**src/rtl/muldiv_pkg.sv**
```systemverilog
// Shared definitions for the iterative multiply/divide unit.
package muldiv_pkg;

    // Number of shift-add / shift-subtract iterations for a 32-bit operand.
    localparam int unsigned ITERS = 32;

    // Operation encodings as presented on the op input.
    typedef enum logic [1:0] {
        OP_MULT  = 2'b00,
        OP_MULTU = 2'b01,
        OP_DIV   = 2'b10,
        OP_DIVU  = 2'b11
    } op_t;

    // Sequencer states.
    typedef enum logic [1:0] {
        IDLE = 2'b00,
        RUN  = 2'b01,
        FIN  = 2'b10
    } state_t;

    // True for the signed variants, whose operands are reduced to magnitudes.
    function automatic logic op_is_signed(input op_t o);
        return (o == OP_MULT) || (o == OP_DIV);
    endfunction

    // True for the divide variants.
    function automatic logic op_is_div(input op_t o);
        return (o == OP_DIV) || (o == OP_DIVU);
    endfunction

endpackage

```
**src/rtl/muldiv_step.sv**
```systemverilog
// One combinational iteration of the multiply/divide datapath.
// mode=0: shift-add multiply step on part = {partial_hi, multiplier_remaining}.
// mode=1: restoring shift-subtract divide step on part = {remainder, dividend_remaining};
//         the new quotient bit is returned on q_bit and the LSB of part_next is left 0.
module muldiv_step
    import muldiv_pkg::*;
#(
    parameter int unsigned WIDTH = ITERS
) (
    input  logic [2*WIDTH-1:0] part,
    input  logic [WIDTH-1:0]   operand,
    input  logic               mode,
    output logic [2*WIDTH-1:0] part_next,
    output logic               q_bit
);

    logic [WIDTH:0] sum;
    logic [WIDTH:0] trial;

    // Single iteration: add-and-shift-right for multiply, shift-left-and-trial-subtract for divide.
    always_comb begin
        part_next = '0;
        q_bit     = 1'b0;
        sum       = '0;
        trial     = '0;
        if (!mode) begin
            sum       = {1'b0, part[2*WIDTH-1:WIDTH]} + (part[0] ? {1'b0, operand} : '0);
            part_next = {sum, part[WIDTH-1:1]};
        end else begin
            trial     = part[2*WIDTH-1:WIDTH-1] - {1'b0, operand};
            q_bit     = ~trial[WIDTH];
            part_next = {(q_bit ? trial[WIDTH-1:0] : part[2*WIDTH-2:WIDTH-1]),
                         part[WIDTH-2:0], 1'b0};
        end
    end

endmodule

```
**src/rtl/muldiv_unit.sv**
```systemverilog
// Iterative multiply/divide unit with architectural HI/LO registers.
// Fixed latency: start sampled at E0, result in HI/LO and done pulse at E33.
module muldiv_unit
    import muldiv_pkg::*;
#(
    parameter int unsigned WIDTH = ITERS
) (
    input  logic             clk,
    input  logic             rst,
    input  logic             start,
    input  logic [1:0]       op,
    input  logic [WIDTH-1:0] rs_data,
    input  logic [WIDTH-1:0] rt_data,
    input  logic             write_hi,
    input  logic             write_lo,
    input  logic [WIDTH-1:0] wdata,
    output logic             busy,
    output logic             done,
    output logic [WIDTH-1:0] hi,
    output logic [WIDTH-1:0] lo
);

    localparam int unsigned CW = $clog2(WIDTH);
    localparam logic [CW-1:0] LAST = CW'(WIDTH - 1);

    state_t             state;
    op_t                op_q;
    logic               sign_a;
    logic               sign_b;
    logic               b_zero;
    logic [WIDTH-1:0]   raw_a;
    logic [WIDTH-1:0]   oper;
    logic [2*WIDTH-1:0] acc;
    logic [CW-1:0]      count;

    op_t                op_in;
    logic               signed_in;
    logic               div_in;
    logic [WIDTH-1:0]   mag_a;
    logic [WIDTH-1:0]   mag_b;

    logic               div_mode;
    logic [2*WIDTH-1:0] step_next;
    logic               step_q;

    logic [2*WIDTH-1:0] prod;
    logic [WIDTH-1:0]   quot;
    logic [WIDTH-1:0]   rem;
    logic [WIDTH-1:0]   fin_hi;
    logic [WIDTH-1:0]   fin_lo;

    // Decode the incoming request and reduce signed operands to magnitudes.
    always_comb begin
        op_in     = op_t'(op);
        signed_in = op_is_signed(op_in);
        div_in    = op_is_div(op_in);
        mag_a     = (signed_in && rs_data[WIDTH-1]) ? (~rs_data + 1'b1) : rs_data;
        mag_b     = (signed_in && rt_data[WIDTH-1]) ? (~rt_data + 1'b1) : rt_data;
    end

    assign div_mode = op_is_div(op_q);

    muldiv_step #(
        .WIDTH(WIDTH)
    ) u_step (
        .part      (acc),
        .operand   (oper),
        .mode      (div_mode),
        .part_next (step_next),
        .q_bit     (step_q)
    );

    // Sign correction and divide-by-zero override applied to the finished magnitude result.
    always_comb begin
        prod   = acc;
        quot   = acc[WIDTH-1:0];
        rem    = acc[2*WIDTH-1:WIDTH];
        fin_hi = '0;
        fin_lo = '0;
        if (op_q == OP_MULT && (sign_a ^ sign_b)) begin
            prod = ~acc + 1'b1;
        end
        if (op_q == OP_DIV) begin
            if (sign_a ^ sign_b) begin
                quot = ~acc[WIDTH-1:0] + 1'b1;
            end
            if (sign_a) begin
                rem = ~acc[2*WIDTH-1:WIDTH] + 1'b1;
            end
        end
        if (div_mode) begin
            if (b_zero) begin
                fin_hi = raw_a;
                fin_lo = '1;
            end else begin
                fin_hi = rem;
                fin_lo = quot;
            end
        end else begin
            fin_hi = prod[2*WIDTH-1:WIDTH];
            fin_lo = prod[WIDTH-1:0];
        end
    end

    // Sequencer: operand capture in IDLE, one datapath step per RUN cycle, HI/LO writeback in FIN.
    always_ff @(posedge clk or posedge rst) begin
        if (rst) begin
            state  <= IDLE;
            op_q   <= OP_MULT;
            sign_a <= 1'b0;
            sign_b <= 1'b0;
            b_zero <= 1'b0;
            raw_a  <= '0;
            oper   <= '0;
            acc    <= '0;
            count  <= '0;
            busy   <= 1'b0;
            done   <= 1'b0;
            hi     <= '0;
            lo     <= '0;
        end else begin
            case (state)
                IDLE: begin
                    done <= 1'b0;
                    if (write_hi) begin
                        hi <= wdata;
                    end
                    if (write_lo) begin
                        lo <= wdata;
                    end
                    if (start) begin
                        op_q   <= op_in;
                        sign_a <= signed_in & rs_data[WIDTH-1];
                        sign_b <= signed_in & rt_data[WIDTH-1];
                        b_zero <= (rt_data == '0);
                        raw_a  <= rs_data;
                        // Multiply walks the multiplier through the low half; divide walks the dividend.
                        acc    <= div_in ? {{WIDTH{1'b0}}, mag_a} : {{WIDTH{1'b0}}, mag_b};
                        oper   <= div_in ? mag_b : mag_a;
                        count  <= '0;
                        busy   <= 1'b1;
                        state  <= RUN;
                    end
                end
                RUN: begin
                    acc   <= step_next | {{(2*WIDTH-1){1'b0}}, step_q};
                    count <= count + CW'(1);
                    if (count == LAST) begin
                        state <= FIN;
                    end
                end
                FIN: begin
                    hi    <= fin_hi;
                    lo    <= fin_lo;
                    done  <= 1'b1;
                    busy  <= 1'b0;
                    state <= IDLE;
                end
                default: begin
                    state <= IDLE;
                end
            endcase
        end
    end

endmodule

```
**config.mk**
```make
export PLATFORM = sky130hd
export DESIGN_NAME = muldiv_unit
export DESIGN_NICKNAME = d
export VERILOG_FILES = /design/src/rtl/muldiv_pkg.sv /design/src/rtl/muldiv_step.sv /design/src/rtl/muldiv_unit.sv
export SDC_FILE = /design/constraint.sdc
export NUM_CORES = 1
export LEC_CHECK = 0
export ABC_CLOCK_PERIOD_IN_PS = 16700
export CELL_PAD_IN_SITES_DETAIL_PLACEMENT = 0
export CELL_PAD_IN_SITES_GLOBAL_PLACEMENT = 1
export CORE_ASPECT_RATIO = 1.25
export CORE_MARGIN = 3
export CORE_UTILIZATION = 48
export CTS_BUF_LIST = sky130_fd_sc_hd__clkbuf_8
export CTS_CLUSTER_DIAMETER = 30
export DETAILED_ROUTE_END_ITERATION = 16
export PLACE_DENSITY_LB_ADDON = 0.05
export SETUP_SLACK_MARGIN = 0.15
export SLEW_MARGIN = 0
export SYNTH_ARGS = -nofsm -noshare
export SYNTH_HDL_FRONTEND = slang
export SYNTH_SLANG_ARGS = --single-unit
```
**constraint.sdc**
```tcl
create_clock -name clk -period 16.7 [get_ports clk]
set_input_delay 2.505 -clock clk [delete_from_list [all_inputs] [get_ports clk]]
set_output_delay 2.505 -clock clk [all_outputs]
set_load 0.02 [all_outputs]
```
==> results of run 1 <==
registers in the layout, summed over array words and instances (netlist names):
register  flops
acc          64
b_zero        1
busy          1
count         5
done          1
hi           32
lo           32
op_q          2
oper         32
raw_a        32
sign_a        1
sign_b        1
state         2
power groups by stage:
stage	Sequential, mW	Clock (mW)	Combinational (mW)
finish	1.15	0.729	2.70
global route	1.17	0.765	2.97
CTS	1.14	0.737	2.67
detailed placement	1.14	0	2.65
global placement	1.14	0	2.62
floorplan	0.997	0	1.93
cells in the final DEF, fill, tap and decap left out, drive strengths merged, types with 15 or more instances in the layout:
cell type | netlist | routed
a211oi | 15 | 15
a21o | 29 | 29
a21oi | 210 | 210
a22oi | 18 | 18
a31oi | 25 | 25
and3 | 16 | 16
buf | 19 | 24
clkbuf | 132 | 60
clkdlybuf4s50 | 0 | 167
dfrtp | 206 | 206
ha | 70 | 70
inv | 73 | 81
mux2 | 39 | 39
mux2i | 70 | 70
nand2 | 216 | 216
nand2b | 15 | 15
nand3 | 39 | 39
nor2 | 223 | 223
nor3 | 51 | 51
nor4 | 23 | 23
o211ai | 16 | 16
o21ai | 225 | 225
o21bai | 17 | 17
o22ai | 43 | 43
o31ai | 28 | 28
or3 | 17 | 17
or4 | 18 | 18
xnor2 | 84 | 84
xor2 | 84 | 84
kinds of logic (layout without fill, tap and decap cells):
kind of cell,after synthesis,count (layout),synth area share
AO/OA/AOI/OAI,719,719,0.255
flip-flops,206,206,0.300
AND/OR/NAND/NOR,681,681,0.189
multiplexers,109,109,0.0664
XOR/XNOR,168,168,0.0857
buffers and inverters,224,364,0.0505
adder cells (fa/ha/maj),72,72,0.0534
tightest hold or removal path: cells and delay by family, from the launching register on:
kind	cells	cell delay, ns
and+or+nand+nor	1	0.05
AOI/OAI and AO/OA	1	0.06
DFF	1	0.34
how the worst min path moves through the flow:
stage                to  cells past startpoint
5_1_grt         oper[3]                      2
4_1_cts          hi[21]                      2
3_3_place_gp    oper[4]                      2
6_report        oper[2]                      2
3_5_place_dp     hi[21]                      2
2_1_floorplan  count[3]                      1
synth_stat cells (all sizes together), types with 23 or more instances:
library cell,count
mux2i,70
xor2,84
nor2,223
ha,70
nand2,216
o22ai,43
clkbuf,132
o31ai,28
inv,73
dfrtp,206
nor4,23
nor3,51
o21ai,225
a21oi,210
mux2,39
xnor2,84
nand3,39
a21o,29
a31oi,25
routing by layer:
layer | wire length [um] | up-vias
met3 | 4600 | 169
met5 | 0 | -
met1 | 27700 | 8427
met4 | 3370 | 0
met2 | 32000 | 753
li1 | - | 8086
layout make-up:
cell class              instances  area, sq um  area share
multi-input cells            1749        11200       0.551
flip-flops and latches        206         5160       0.254
repair buffers                191         1850      0.0912
clock buffers                  60          826      0.0407
well taps                     468          586      0.0288
clock inverters                40          413      0.0203
inverters                      73          282      0.0139
==> reports/metrics.cfg, run 1 <==
[sta]
post-route-period-util=0.311
timing.hold.ws_ns=0.477
slew_viol_final=0
worst_pin_slew_ns=1.18
setup_viol=0
period_minus_slack_ns=5.19
grt_setup_unrepaired=no
fin_skew_ns=0.0210
timing.fmax_ghz=0.193
hold_viol=0
fin_tns_setup_ns=0
slew_headroom=0.209
setup_ws_ns=11.51

[die]
core-area_sq_um=34900
pin_count=169
die_height_um=217
placementRows=76
start_util=0.492
die-area_sq_um=38100
die_w_um=175

[placed_design]
place.gp.congestion=0.950
dp_slack_ns=10.91
dpl.hpwl_um=51100
port-buffer-count=168
dp_cells=2687
place_area_sq_um=19100

[grt]
grt_pass1_wl_um=103000
top_usage_layer=met2
grt_util_all_layers=0.348
overflow=0
use_met3=0.0468
grt_use_met2=0.580
grt_max_degree=106
antenna_found_initial=0
first_global_vias=17000
use_met1=0.452

[power]
pwr-share-clk=0.159
power.internal_mw=2.30
power_switching_share=0.498
powerDensity_nw_per_um2=226
combPwrFrac=0.589
power_switching_mw=2.28
irDropWorstVdd_mv=0.113
pwr-share-seq=0.252
power_mw=4.58
p_leak_nw=8.52

[yosys]
async_reset_ff_frac=1.00
ys_warn_count=0
synth_area_per_cell_sq_um=7.88
synth_area_leaders=dfrtp_1 30%, o21ai_0 6.5%, a21oi_1 6.1%, ha_1 5.1%, nor2_1 4.9%
netlist.area_leader.share=0.300
synth_edf_count=0
synth_cells=2179
seq_area_frac_synth=0.300
ys.flop_type=dfrtp_1
syn-cell-area_sq_um=17200
syn-num-nets=2354
synth_top_area_cell=dfrtp_1
synth_cell_types=80
yosys_register_bits=206

[clock_network]
cts_tree=done
post_cts_buffers=0
htreeDepth=2
cts_buffer_depth=3
cts-buffers-inserted=53
ctsResizeCount=0
ctsHoldBuffers=0
cts.clk_slew.worst_paths_ns=0.06
cts_sinks=206
cts_root_buf=clkbuf_8
clk_latency_ns=0.62

[layout]
post-route-cell-area_sq_um=20300
antenna_cells=0
stdcell_count=2787
layout-drive-gt1-share=0.0880
nets=2449
syn_to_final_growth_pct=18.3
fin_util=0.582
fillers=3265

[worst_hold_path]
min_from=oper[2]
hold_path_class=flop to flop

[drt]
drtAntennaViolNets=0
drt-pass1-iter-count=8
wire_per_inst_um=24.3
vias=17400
drc=0
first_iter_violations=1680
via_per_inst=6.26
wirelength_um=67700

[critical_path]
critPathCaptureType=flop
critPathMaxStageDelay_ns=0.61
r2r_start=acc[0]
r2r_cells=14
rr_endpoint=acc[62]
worstPathArrival_ns=5.66
worstSetupEndpoint=acc[23]
crit_type=input pin to flop
startpoint=rs_data[7]
crit_chain=clkdlybuf4s50_1, or4_1, or3_1, or4_4, nand2b_1, o21ai_0, xor2_1, a21oi_1, a21oi_1, o21ai_0
cp.required_ns=17.17
crit_buf_inv=1
cpLargestDelayFamily=simple AND/OR/NAND/NOR gates
cp_max_fo=5
cp-start-kind=input pin
reg2reg_slack_ns=12.01
cp_num_cells=10
cp_slowest_cell=or4_1

[outcome]
status=complete, no violations

[job]
maxCapViolCount=0

No activity file was read; power rests on OpenSTA's default activity.
==> inputs of run 2 (changes only) <==
Settings changed: ABC_CLOCK_PERIOD_IN_PS 16700 to 5300, CORE_UTILIZATION 48 to 45.
Clock period 16.7 ns to 5.3 ns, I/O delays scaled along.
==> run 2 against run 1 <==
Compared with the run above:
- largest cell class unchanged
- total power grew to 3.3 times the previous value
- global-route usage is 1.7 points lower
- hold slack worse by 0.0059 ns
- cell count is 1.3% higher
- first-iteration DRC count is 7.3% lower
- critical path type is now flop to flop
- routed wire length is 2.7% higher
- sequential share of layout area is 0.43 points lower
- register-to-register slack worse by 11 ns
- critical path depth is 2 higher
==> reports/metrics.cfg, run 2 (synthesis gave the netlist of run 1 again) <==
[drt]
vias=17400
wirelength_um=69600
first_iter_violations=1557
drt-pass1-iter-count=8
drtAntennaViolNets=0
wire_per_inst_um=24.6
via_per_inst=6.15
drc=0

[placed_design]
dp_cells=2719
dpl.hpwl_um=52900
place_area_sq_um=19200
place.gp.congestion=0.957
port-buffer-count=168

[grt]
grt_pass1_wl_um=104000
overflow=0
antenna_found_initial=4
first_global_vias=16900
grt_max_degree=106
grt_util_all_layers=0.332

[die]
placementRows=79
die_height_um=224
die-area_sq_um=40500
core-area_sq_um=37500
die_w_um=181
pin_count=169
start_util=0.458

[layout]
most-common-layout-cells=223 x o21ai_0, 221 x nor2_1, 216 x nand2_1
post-route-cell-area_sq_um=20700
nets=2466
stdcell_count=2824
final_common_cell=o21ai_0
largest_register_ff_count=64
top_register=acc
syn_to_final_growth_pct=20.4
multi_input_area_sq_um=11200
fillers=3526
layout-drive-gt1-share=0.0959
regArea_sq_um=5160

[sta]
slew_headroom=0.309
timing.fmax_ghz=0.248
grt_setup_unrepaired=no
worst_pin_slew_ns=1.03
fin_skew_ns=0.0264
fin_tns_setup_ns=0
setup_viol=0
slew_viol_final=0
hold_viol=0
post-route-period-util=0.761
period_minus_slack_ns=4.03

[critical_path]
cp-start-kind=flop
cp_slowest_cell=o21ai_0
critPathCaptureType=flop
cp.required_ns=5.78
cpLargestDelayFamily=compound AO/OA/AOI/OAI gates
reg2reg_slack_ns=1.27
crit_buf_inv=1
r2r_start=acc[0]
startpoint=acc[0]
crit_chain=inv_1, nor2_1, ha_1, o21ai_0, nor2_1, o21ai_0, o21ai_0, a41oi_1, o21ai_0, o31ai_1, xor2_1, o211ai_1
critPathMaxStageDelay_ns=0.54
cpMostUsedCell=o21ai_0
crit_type=flop to flop
worstPathArrival_ns=4.52
cp_max_fo=16

[outcome]
status=complete, no violations

[clock_network]
ctsHoldBuffers=0
cts.clk_slew.worst_paths_ns=0.06
cts_tree=done
clk_latency_ns=0.65
post_cts_buffers=0
cts-buffers-inserted=56
ctsResizeCount=0
cts_sinks=206
cts_buffer_depth=3
htreeDepth=2
cts_root_buf=clkbuf_8

[power]
irDropWorstVdd_mv=0.435
p_leak_nw=8.69
powerDensity_nw_per_um2=725

[job]
maxCapViolCount=0

[worst_hold_path]
min_from=b_zero
hold_path_class=flop to flop

[run 2: changes by cell type in the layout (fill, tap and decap cells not counted), moves of 3 or more]
cell	delta
buf_4	+12
clkbuf_8	+6
inv_1	-4
clkinv_4	-3
bufinv_16	+6
[run 2: routing by layer]
metal,up-vias,GRT usage,part of all wire
li1,8127,-,-
met1,8377,0.421,0.42
met2,716,0.560,0.48
met3,151,0.0595,0.062
met4,0,0.138,0.044
met5,-,0,0
[run 2: path summary, 6_finish.rpt]
check	cells after the start	endpoint
min reg2reg	2	b_zero
min	2	b_zero
max	12	acc[60]
max reg2reg	12	acc[60]
max in group asynchronous	3	acc[22]
min in group asynchronous	2	acc[61]
[run 2: through the flow]
step | power, mW | worst slack (ns) | hold slack [ns] | utilization
2_1_floorplan | 9.21 | 1.83 | 0.449 | -
3_3_place_gp | 12.1 | 1.22 | 0.457 | 0.513
3_5_place_dp | 12.1 | 1.21 | 0.461 | 0.513
4_1_cts | 14.9 | 1.36 | 0.473 | 0.551
5_1_grt | 15.9 | 1.02 | 0.499 | 0.551
6_report | 15.0 | 1.27 | 0.471 | 0.551
[run 2: where the power goes]
part           internal [mW]  switching, mW
logic                   3.59           5.14
clock network           1.74          0.949
registers               2.35           1.20
[run 2: worst reg2reg max path, cell delays in order, from the launching register on]
cell and delay [ns]:
dfrtp_1 0.37, inv_1 0.40, nor2_1 0.11, ha_1 0.34, o21ai_0 0.17, nor2_1 0.09
o21ai_0 0.54, o21ai_0 0.39, a41oi_1 0.50, o21ai_0 0.31, o31ai_1 0.35, xor2_1 0.19
o211ai_1 0.11
[run 2: area by class of cell]
class	instances	area share
Multi-Input combinational cell	1749	0.542
Timing Repair Buffer	205	0.0959
Inverter	73	0.0134
Sequential cell	206	0.250
Antenna cell	2	0.000242
Clock buffer	66	0.0440
Tap cell	486	0.0294
Clock inverter	37	0.0257
